$ cat src/rtl/video_types.sv
// Shared video-subsystem types: LCD mode encoding, line counts and the
// default scanline timing used by the timing controller.
package video_types;

  localparam int LCD_LINES      = 154;
  localparam int LCD_LINES_BITS = 8;

  localparam int DEF_DOTS_PER_LINE = 456;
  localparam int DEF_OAM_DOTS      = 80;
  localparam int DEF_XFER_DOTS     = 172;
  localparam int DEF_VISIBLE_LINES = 144;

  typedef enum logic [1:0] {
    HBLANK = 2'd0,
    VBLANK = 2'd1,
    OAM    = 2'd2,
    XFER   = 2'd3
  } LcdMode;

  typedef enum logic [2:0] {
    ST_OFF,
    ST_OAM,
    ST_XFER,
    ST_HBLANK,
    ST_VBLANK
  } lcd_state_e;

endpackage

$ cat src/rtl/lcd_timing_ctrl.sv
// Scanline/mode sequencer: dot and line counters, LCD mode, drawline strobe,
// VBlank/STAT interrupt requests and CPU OAM/VRAM lock generation.
module lcd_timing_ctrl
  import video_types::*;
#(
  parameter int DOTS_PER_LINE = DEF_DOTS_PER_LINE,
  parameter int OAM_DOTS      = DEF_OAM_DOTS,
  parameter int XFER_DOTS     = DEF_XFER_DOTS,
  parameter int VISIBLE_LINES = DEF_VISIBLE_LINES,
  parameter int TOTAL_LINES   = LCD_LINES
) (
  input  logic       clk,
  input  logic       reset_n,
  input  logic       dot_en,
  input  logic       lcd_enable,
  input  logic [7:0] lyc,
  input  logic [3:0] stat_ien,
  output logic [1:0] mode,
  output logic [7:0] ly,
  output logic       lyc_match,
  output logic       drawline,
  output logic       render_complete,
  output logic       vblank_irq,
  output logic       stat_irq,
  output logic       oam_lock,
  output logic       vram_lock
);

  localparam logic [8:0] DOT_LAST     = 9'(DOTS_PER_LINE - 1);
  localparam logic [8:0] XFER_START   = 9'(OAM_DOTS);
  localparam logic [8:0] HBLANK_START = 9'(OAM_DOTS + XFER_DOTS);
  localparam logic [LCD_LINES_BITS-1:0] LY_LAST   = LCD_LINES_BITS'(TOTAL_LINES - 1);
  localparam logic [LCD_LINES_BITS-1:0] LY_VBLANK = LCD_LINES_BITS'(VISIBLE_LINES);

  lcd_state_e                state_q, state_d;
  logic [8:0]                dot_q, dot_d;
  logic [LCD_LINES_BITS-1:0] ly_q, ly_d;
  logic                      line_wrap;
  logic                      lyc_match_q, lyc_match_d;
  logic                      drawline_q, drawline_d;
  logic                      frame_q, frame_d;
  logic                      stat_prev_q, stat_prev_d;
  logic                      stat_irq_q, stat_irq_d;
  logic                      stat_line;
  LcdMode                    mode_cur;

  always_comb begin
    state_d   = state_q;
    dot_d     = dot_q;
    ly_d      = ly_q;
    line_wrap = 1'b0;
    if (!lcd_enable) begin
      state_d = ST_OFF;
      dot_d   = '0;
      ly_d    = '0;
    end else if (dot_en) begin
      if (state_q == ST_OFF) begin
        state_d = ST_OAM;
        dot_d   = '0;
        ly_d    = '0;
      end else begin
        line_wrap = (dot_q == DOT_LAST);
        dot_d     = line_wrap ? '0 : dot_q + 9'd1;
        if (line_wrap) ly_d = (ly_q == LY_LAST) ? '0 : ly_q + 1'b1;
        case (state_q)
          ST_OAM:    if (dot_d == XFER_START) state_d = ST_XFER;
          ST_XFER:   if (dot_d == HBLANK_START) state_d = ST_HBLANK;
          ST_HBLANK: if (line_wrap) state_d = (ly_d == LY_VBLANK) ? ST_VBLANK : ST_OAM;
          ST_VBLANK: if (line_wrap && ly_d == '0) state_d = ST_OAM;
          default:   state_d = ST_OFF;
        endcase
      end
    end
  end

  always_comb begin
    case (state_q)
      ST_OAM:    mode_cur = OAM;
      ST_XFER:   mode_cur = XFER;
      ST_VBLANK: mode_cur = VBLANK;
      default:   mode_cur = HBLANK;
    endcase
    // OFF reports mode 0 but must never drive the STAT line
    stat_line = (state_q != ST_OFF) &&
                ((stat_ien[3] && lyc_match_q)    ||
                 (stat_ien[2] && mode_cur == OAM)    ||
                 (stat_ien[1] && mode_cur == VBLANK) ||
                 (stat_ien[0] && mode_cur == HBLANK));
    drawline_d  = (state_q == ST_OAM) && (state_d == ST_XFER);
    frame_d     = (state_q == ST_HBLANK) && (state_d == ST_VBLANK);
    lyc_match_d = (ly_d == lyc);
    stat_prev_d = lcd_enable && stat_line;
    stat_irq_d  = stat_prev_d && !stat_prev_q;
  end

  always_ff @(posedge clk) begin
    if (!reset_n) begin
      state_q     <= ST_OFF;
      dot_q       <= '0;
      ly_q        <= '0;
      lyc_match_q <= (lyc == 8'd0);
      drawline_q  <= 1'b0;
      frame_q     <= 1'b0;
      stat_prev_q <= 1'b0;
      stat_irq_q  <= 1'b0;
    end else begin
      state_q     <= state_d;
      dot_q       <= dot_d;
      ly_q        <= ly_d;
      lyc_match_q <= lyc_match_d;
      drawline_q  <= drawline_d;
      frame_q     <= frame_d;
      stat_prev_q <= stat_prev_d;
      stat_irq_q  <= stat_irq_d;
    end
  end

  assign mode            = mode_cur;
  assign ly              = ly_q;
  assign lyc_match       = lyc_match_q;
  assign drawline        = drawline_q;
  assign render_complete = frame_q;
  assign vblank_irq      = frame_q;
  assign stat_irq        = stat_irq_q;
  assign oam_lock        = (state_q == ST_OAM) || (state_q == ST_XFER);
  assign vram_lock       = (state_q == ST_XFER);

endmodule

$ cat config.mk
export PLATFORM = sky130hd
export DESIGN_NAME = lcd_timing_ctrl
export DESIGN_NICKNAME = d
export VERILOG_FILES = /design/src/rtl/video_types.sv /design/src/rtl/lcd_timing_ctrl.sv
export SDC_FILE = /design/constraint.sdc
export NUM_CORES = 1
export LEC_CHECK = 0
export BUFFER_PORTS_ARGS = -buffer_cell sky130_fd_sc_hd__buf_4
export CAP_MARGIN = 20
export CORE_MARGIN = 2
export CORE_UTILIZATION = 45
export DETAILED_ROUTE_END_ITERATION = 10
export GPL_TIMING_DRIVEN = 0
export HOLD_SLACK_MARGIN = 0.06
export PLACE_DENSITY = 0.66
export SLEW_MARGIN = 10
export SYNTH_ARGS = -nofsm -noshare
export SYNTH_HDL_FRONTEND = slang
export SYNTH_SLANG_ARGS = --single-unit
$ cat constraint.sdc
create_clock -name clk -period 3 [get_ports clk]
set_input_delay 0.75 -clock clk [delete_from_list [all_inputs] [get_ports clk]]
set_output_delay 0.75 -clock clk [all_outputs]
set_load 0.01 [all_outputs]
After elaboration in Yosys (flattened, before gate mapping)
Cells that the tools add are included.
{ "totals": {"regBits": 25, "word_cells": 66} }
{ "classes": {"n_reduce_logical": 21, "eq_ne": 14, "addsub": 2, "muxes": 21} }
{ "ops": {"columns": ["op", "n"], "rows": [
  ["8-bit 2-to-1 mux", 8],
  ["3-bit 2-to-1 mux", 8],
  ["9-bit 2-to-1 mux", 2],
  ["8-bit == test, second input constant", 2],
  ["8-bit logical NOT", 2],
  ["3-bit one-hot mux with 4 select lines", 1],
  ["1-bit logical AND", 10],
  ["9-bit by 1-bit adder with 9-bit output, second input constant", 1],
  ["3-bit by 2-bit == test with 1-bit output, second input constant", 3],
  ["9-bit by 7-bit == test with 1-bit output, second input constant", 1],
  ["9-bit by 8-bit == test with 1-bit output, second input constant", 1],
  ["9-bit == test, second input constant", 1],
  ["8-bit by 1-bit adder with 8-bit output, second input constant", 1],
  ["8-bit == test", 1],
  ["3-bit == test, second input constant", 2],
  ["2-bit one-hot mux with 3 select lines", 1],
  ["1-bit logical OR", 4],
  ["3-bit by 1-bit == test with 1-bit output, second input constant", 1],
  ["3-bit logical NOT", 1],
  ["3-bit nonzero test", 1],
  ["2-bit by 1-bit == test with 1-bit output, second input constant", 1],
  ["2-bit == test, second input constant", 1],
  ["2-bit logical NOT", 1],
  ["2-bit AND reduction", 1],
  ["2 further kinds", 2]
]} }

Depth between registers and ports, before layout
{ "depth": {"word_depth": 15, "depth_mapped": 10, "depth_no_buf": 8} }

Worst setup path after synthesis
Ideal clock, no wire load.
{ "synth_path": {"path_type": "register to register", "start": "register dot_q[3]", "end": "register frame_q, in the netlist render_complete", "required_ps": 2935, "arrival_ps": 2412, "path_slack_ps": 523, "setup_ps": 65, "path_buffers": 2, "path_stages_with_launch": 9, "path_cell_list": "dfxtp_1 buf_6 or4b_4 buf_6 nor4_4 nand3_1 a221o_1 or4_1 nor2_1"} }
{ "synth_via": {"elab_chain_len": 14, "word_cells_on_any_way": 23} }
{ "synth_lines": {"columns": ["item", "line_no", "rtl"], "rows": [
  ["start, declared", "lcd_timing_ctrl.sv:36", "logic [8:0] dot_q, dot_d;"],
  ["start signal, assigned", "lcd_timing_ctrl.sv:108", "dot_q <= dot_d;"],
  ["9-bit == test", "lcd_timing_ctrl.sv:62", "line_wrap = (dot_q == DOT_LAST);"],
  ["8-bit 2-to-1 mux", "lcd_timing_ctrl.sv:64", "if (line_wrap) ly_d = (ly_q == LY_LAST) ? '0 : ly_q + 1'b1;"],
  ["8-bit 2-to-1 mux", "lcd_timing_ctrl.sv:57", "if (state_q == ST_OFF) begin"],
  ["8-bit 2-to-1 mux", "lcd_timing_ctrl.sv:56", "end else if (dot_en) begin"],
  ["8-bit 2-to-1 mux", "lcd_timing_ctrl.sv:52", "if (!lcd_enable) begin"],
  ["8-bit == test or 8-bit logical NOT (tied branches)", "lcd_timing_ctrl.sv:68, lcd_timing_ctrl.sv:69", null],
  ["3-bit 2-to-1 mux or 1-bit logical AND (tied branches)", "lcd_timing_ctrl.sv:68, lcd_timing_ctrl.sv:69", null],
  ["3-bit 2-to-1 mux (on tied branches)", "lcd_timing_ctrl.sv:68, lcd_timing_ctrl.sv:69", null],
  ["3-bit one-hot mux with 4 select lines *", "lcd_timing_ctrl.sv:65", "case (state_q)"],
  ["3-bit 2-to-1 mux *", "lcd_timing_ctrl.sv:57", null],
  ["3-bit 2-to-1 mux *", "lcd_timing_ctrl.sv:56", null],
  ["3-bit 2-to-1 mux *", "lcd_timing_ctrl.sv:52", null],
  ["3-bit == test *", "lcd_timing_ctrl.sv:90", "frame_d = (state_q == ST_HBLANK) && (state_d == ST_VBLANK);"],
  ["1-bit logical AND *", "lcd_timing_ctrl.sv:90", null],
  ["end signal, assigned", "lcd_timing_ctrl.sv:112", "frame_q <= frame_d;"],
  ["end, declared", "lcd_timing_ctrl.sv:41", "logic frame_q, frame_d;"]
]} }
Every way passes the cells marked *; elsewhere a longest branch is shown, timed or not. The select of a mux whose other input is x is not followed.
A chain may end at the register's enable or synchronous reset.

Worst setup path in the final report
{ "layout_path": {"start": "register dot_q[3]", "end": "register lyc_match_q, in the netlist lyc_match"} }
{ "layout_via": {"elab_chain_len": 10} }
{ "layout_lines": {"columns": ["item", "line_no", "rtl"], "rows": [
  ["9-bit == test", "lcd_timing_ctrl.sv:62", null],
  ["8-bit 2-to-1 mux", "lcd_timing_ctrl.sv:64", null],
  ["8-bit 2-to-1 mux", "lcd_timing_ctrl.sv:57", null],
  ["8-bit 2-to-1 mux", "lcd_timing_ctrl.sv:56", null],
  ["8-bit 2-to-1 mux", "lcd_timing_ctrl.sv:52", null],
  ["8-bit 2-to-1 mux", "lcd_timing_ctrl.sv:57", null],
  ["8-bit 2-to-1 mux", "lcd_timing_ctrl.sv:56", null],
  ["8-bit 2-to-1 mux", "lcd_timing_ctrl.sv:52", null],
  ["8-bit == test", "lcd_timing_ctrl.sv:91", "lyc_match_d = (ly_d == lyc);"],
  ["1-bit 2-to-1 mux", "lcd_timing_ctrl.sv:97", "if (!reset_n) begin"],
  ["end signal, assigned", "lcd_timing_ctrl.sv:101", "lyc_match_q <= (lyc == 8'd0);"],
  ["end signal, assigned", "lcd_timing_ctrl.sv:110", "lyc_match_q <= lyc_match_d;"],
  ["end, declared", "lcd_timing_ctrl.sv:39", "logic lyc_match_q, lyc_match_d;"]
]} }
Every way passes these cells. The select of a mux whose other input is x is not followed.

==> flow_summary.toml <==
[run_status]
status = "finished, final reports clean"

[setup_path]
required_ns = 3.22
worstSetupEndpoint = "lyc_match"
arrival_ns = 2.93
cp_max_fo = 9
worst_setup_path_start_kind = "flip-flop"
r2r-end = "lyc_match"
crit_start = "dot_q[3]"
ff2ff_path_depth = 9
r2r_slack_ns = 0.28
critPathKind = "flip-flop to flip-flop"
r2r-start = "dot_q[3]"
cp-end-kind = "flip-flop"

[routing]
wl_met3_um = 290
drc_errors = 0
top_layer_used = "met4"
dr_wl_met2_mm = 2.206
via_count = 1976
drtIter0Drc = 131
ant_nets = 0
via_per_inst = 5.881
wl_met1_mm = 2.367
routedWlPerCell_um = 14.59
wirelength_mm = 4.901
drt-pass1-iter-count = 4

[final_layout]
drive_gt1_share_pct = 16.78
fin_nets = 306
fin_area_sq_um = 2211
area_growth_pct = 18.27
n_antenna_cell = 0
layout.cells.non_filler = 336
regArea_sq_um = 500.5
multi_input_area_sq_um = 1240
nFillCells = 405

[die]
rows = 23
core_area_sq_um = 4000
die_x_um = 68.45
die_area_sq_um = 4685
dieHeight_um = 68.45
start_util_pct = 46.73
boundaryPins = 33

[sta]
worst_pin_slew_ns = 1.074
fin_crit_sh_pct = 90.52
fin_crit_ns = 2.716
maxSlewViolCount = 0
setup_viol = 0
setup_tns_ns = 0
hold_viol_final = 0
slew_headroom_pct = 27.83
rsz0062_at_grt = "false"
skew_ns = 0.001439
clock.fmax_mhz = 368.2

[synth]
netlist_top_cells_count = "25 x dfxtp_1, 24 x nand2_1, 22 x nor2_1"
synth-seq-cells = 25
synth-edff-count = 0
yosysSeqAreaShare_pct = 26.77
synthCells = 251
synth_ff_type = "dfxtp_1"
ys_types = 61
synth_top_area_share_pct = 26.77
yosysWarningCount = 0
syn_nets = 270
synth-async-reset-ratio_pct = 0
syn_area_sq_um = 1869
synth_area_leader_cell = "dfxtp_1"
synth_area_leaders = "dfxtp_1 27%, o21ai_0 5.4%, nand2_1 4.8%"
syn_area_per_cell_sq_um = 7.447
synth.most_common_cell = "dfxtp_1"

[hold_path]
min_path_type = "flip-flop to flip-flop"
worstHoldPathCells = 1
hp-start = "stat_prev_q"

[cts]
clk_latency_ns = 0.27
hold_buffers = 0
cts_resized = 0
post-cts-setup-buffers = 0
cts.reportedPaths.clkPinSlew_ns = 0.09
cts_tree = "yes"
clock-sinks = 25
cts.path.max_buffers = 2
cts-buffers-inserted = 3
htreeDepth = 1
cts_root_buffer = "clkbuf_8"

[global_routing]
gr-total-overflow = 0
grt_max_degree = 15
grt_pass1_wl_mm = 7.741
grtUsageTotal_pct = 21.92
grt_pass1_vias = 1692
antenna_found_initial = 0

[placement]
port_buffers = 31
place_congestion = 0.8868
hpwl_mm = 3.765
dp_cells = 332
dpl-instance-area_sq_um = 2165

[power]
leakagePower_nw = 0.8322
peakVddDrop_uv = 137.6
power_per_cell_area_nw_per_um2 = 288.9

[run]
cap_viol_max_count = 0
## critical path, cell delays in order (launching register included)
cell and delay, ns:
dfxtp_1 0.32, buf_6 0.13, or4b_4 0.53, buf_6 0.15
nor2_1 0.33, nand3_1 0.17, a2bb2oi_1 0.21, a22o_1 0.20
a2111oi_0 0.40, o2111a_1 0.24
## cells by family (layout without fill, tap and decap cells)
family                     after synthesis  count (layout)  synth area share (%)
adders and majority gates                4               4                 2.544
and+or+nand+nor                        116             116                 34.34
DFF                                     25              25                 26.77
buffers and inverters                   27              62                 6.894
muxes                                    4               4                 2.209
xor gates and xnor gates                 5               5                 2.343
AOI/OAI and AO/OA                       70              70                 24.90
## through the flow
stage | hold slack, ns | total power, mW | setup slack, ns | util, %
global placement | 0.3711 | 0.4404 | 0.1216 | 54.11
floorplan | 0.3674 | 0.3982 | 0.5233 | -
detailed placement | 0.3797 | 0.4402 | 0.1500 | 54.11
finish | 0.3869 | 0.6387 | 0.2844 | 55.27
global route | 0.4151 | 0.6650 | 0.08755 | 55.27
CTS | 0.3939 | 0.6411 | 0.1193 | 55.27
## layout make-up
type	instances	area share (%)
plain buffers	18	4.301
clock buffers	3	1.868
clock inverters	1	0.2264
inverters	9	1.528
multi-input cells	199	56.08
flip-flops and latches	25	22.64
well taps	50	2.830
repair buffers	31	10.53
## report_power, final
group | switching (mW) | internal, mW | total [mW]
clock network | 0.113 | 0.0930 | 0.206
logic | 0.0574 | 0.0396 | 0.0971
registers | 0.00181 | 0.334 | 0.336
total | 0.172 | 0.467 | 0.639
## flip-flops by register name, indices dropped and copies added, names as in the netlist
register         cells
stat_irq             1
ly                   8
state_q              3
drawline             1
dot_q                9
render_complete      1
lyc_match            1
stat_prev_q          1
## how the worst min path moves through the flow
stage / slack [ns] / endpoint
floorplan: 0.37 / stat_irq
global placement: 0.37 / stat_irq
detailed placement: 0.38 / stat_irq
CTS: 0.39 / stat_irq
global route: 0.42 / stat_irq
finish: 0.39 / stat_irq
## per-layer routing
metal,GRT usage (%),vias to the layer above
li1,-,1000
met1,30.98,912
met2,35.34,59
met3,2.467,5
met4,5.250,0
met5,0,-
## cell usage in the layout, fill, tap and decap left out, drive strengths merged, types with 6 or more instances in the layout
| cell | count |
|---|---|
| a21oi | 16 |
| and2 | 7 |
| and3 | 6 |
| buf | 38 |
| clkbuf | 14 |
| dfxtp | 25 |
| inv | 9 |
| nand2 | 24 |
| nand2b | 7 |
| nand3 | 10 |
| nor2 | 22 |
| nor3 | 6 |
| o21ai | 20 |
Power figures use the tool's default switching activity.
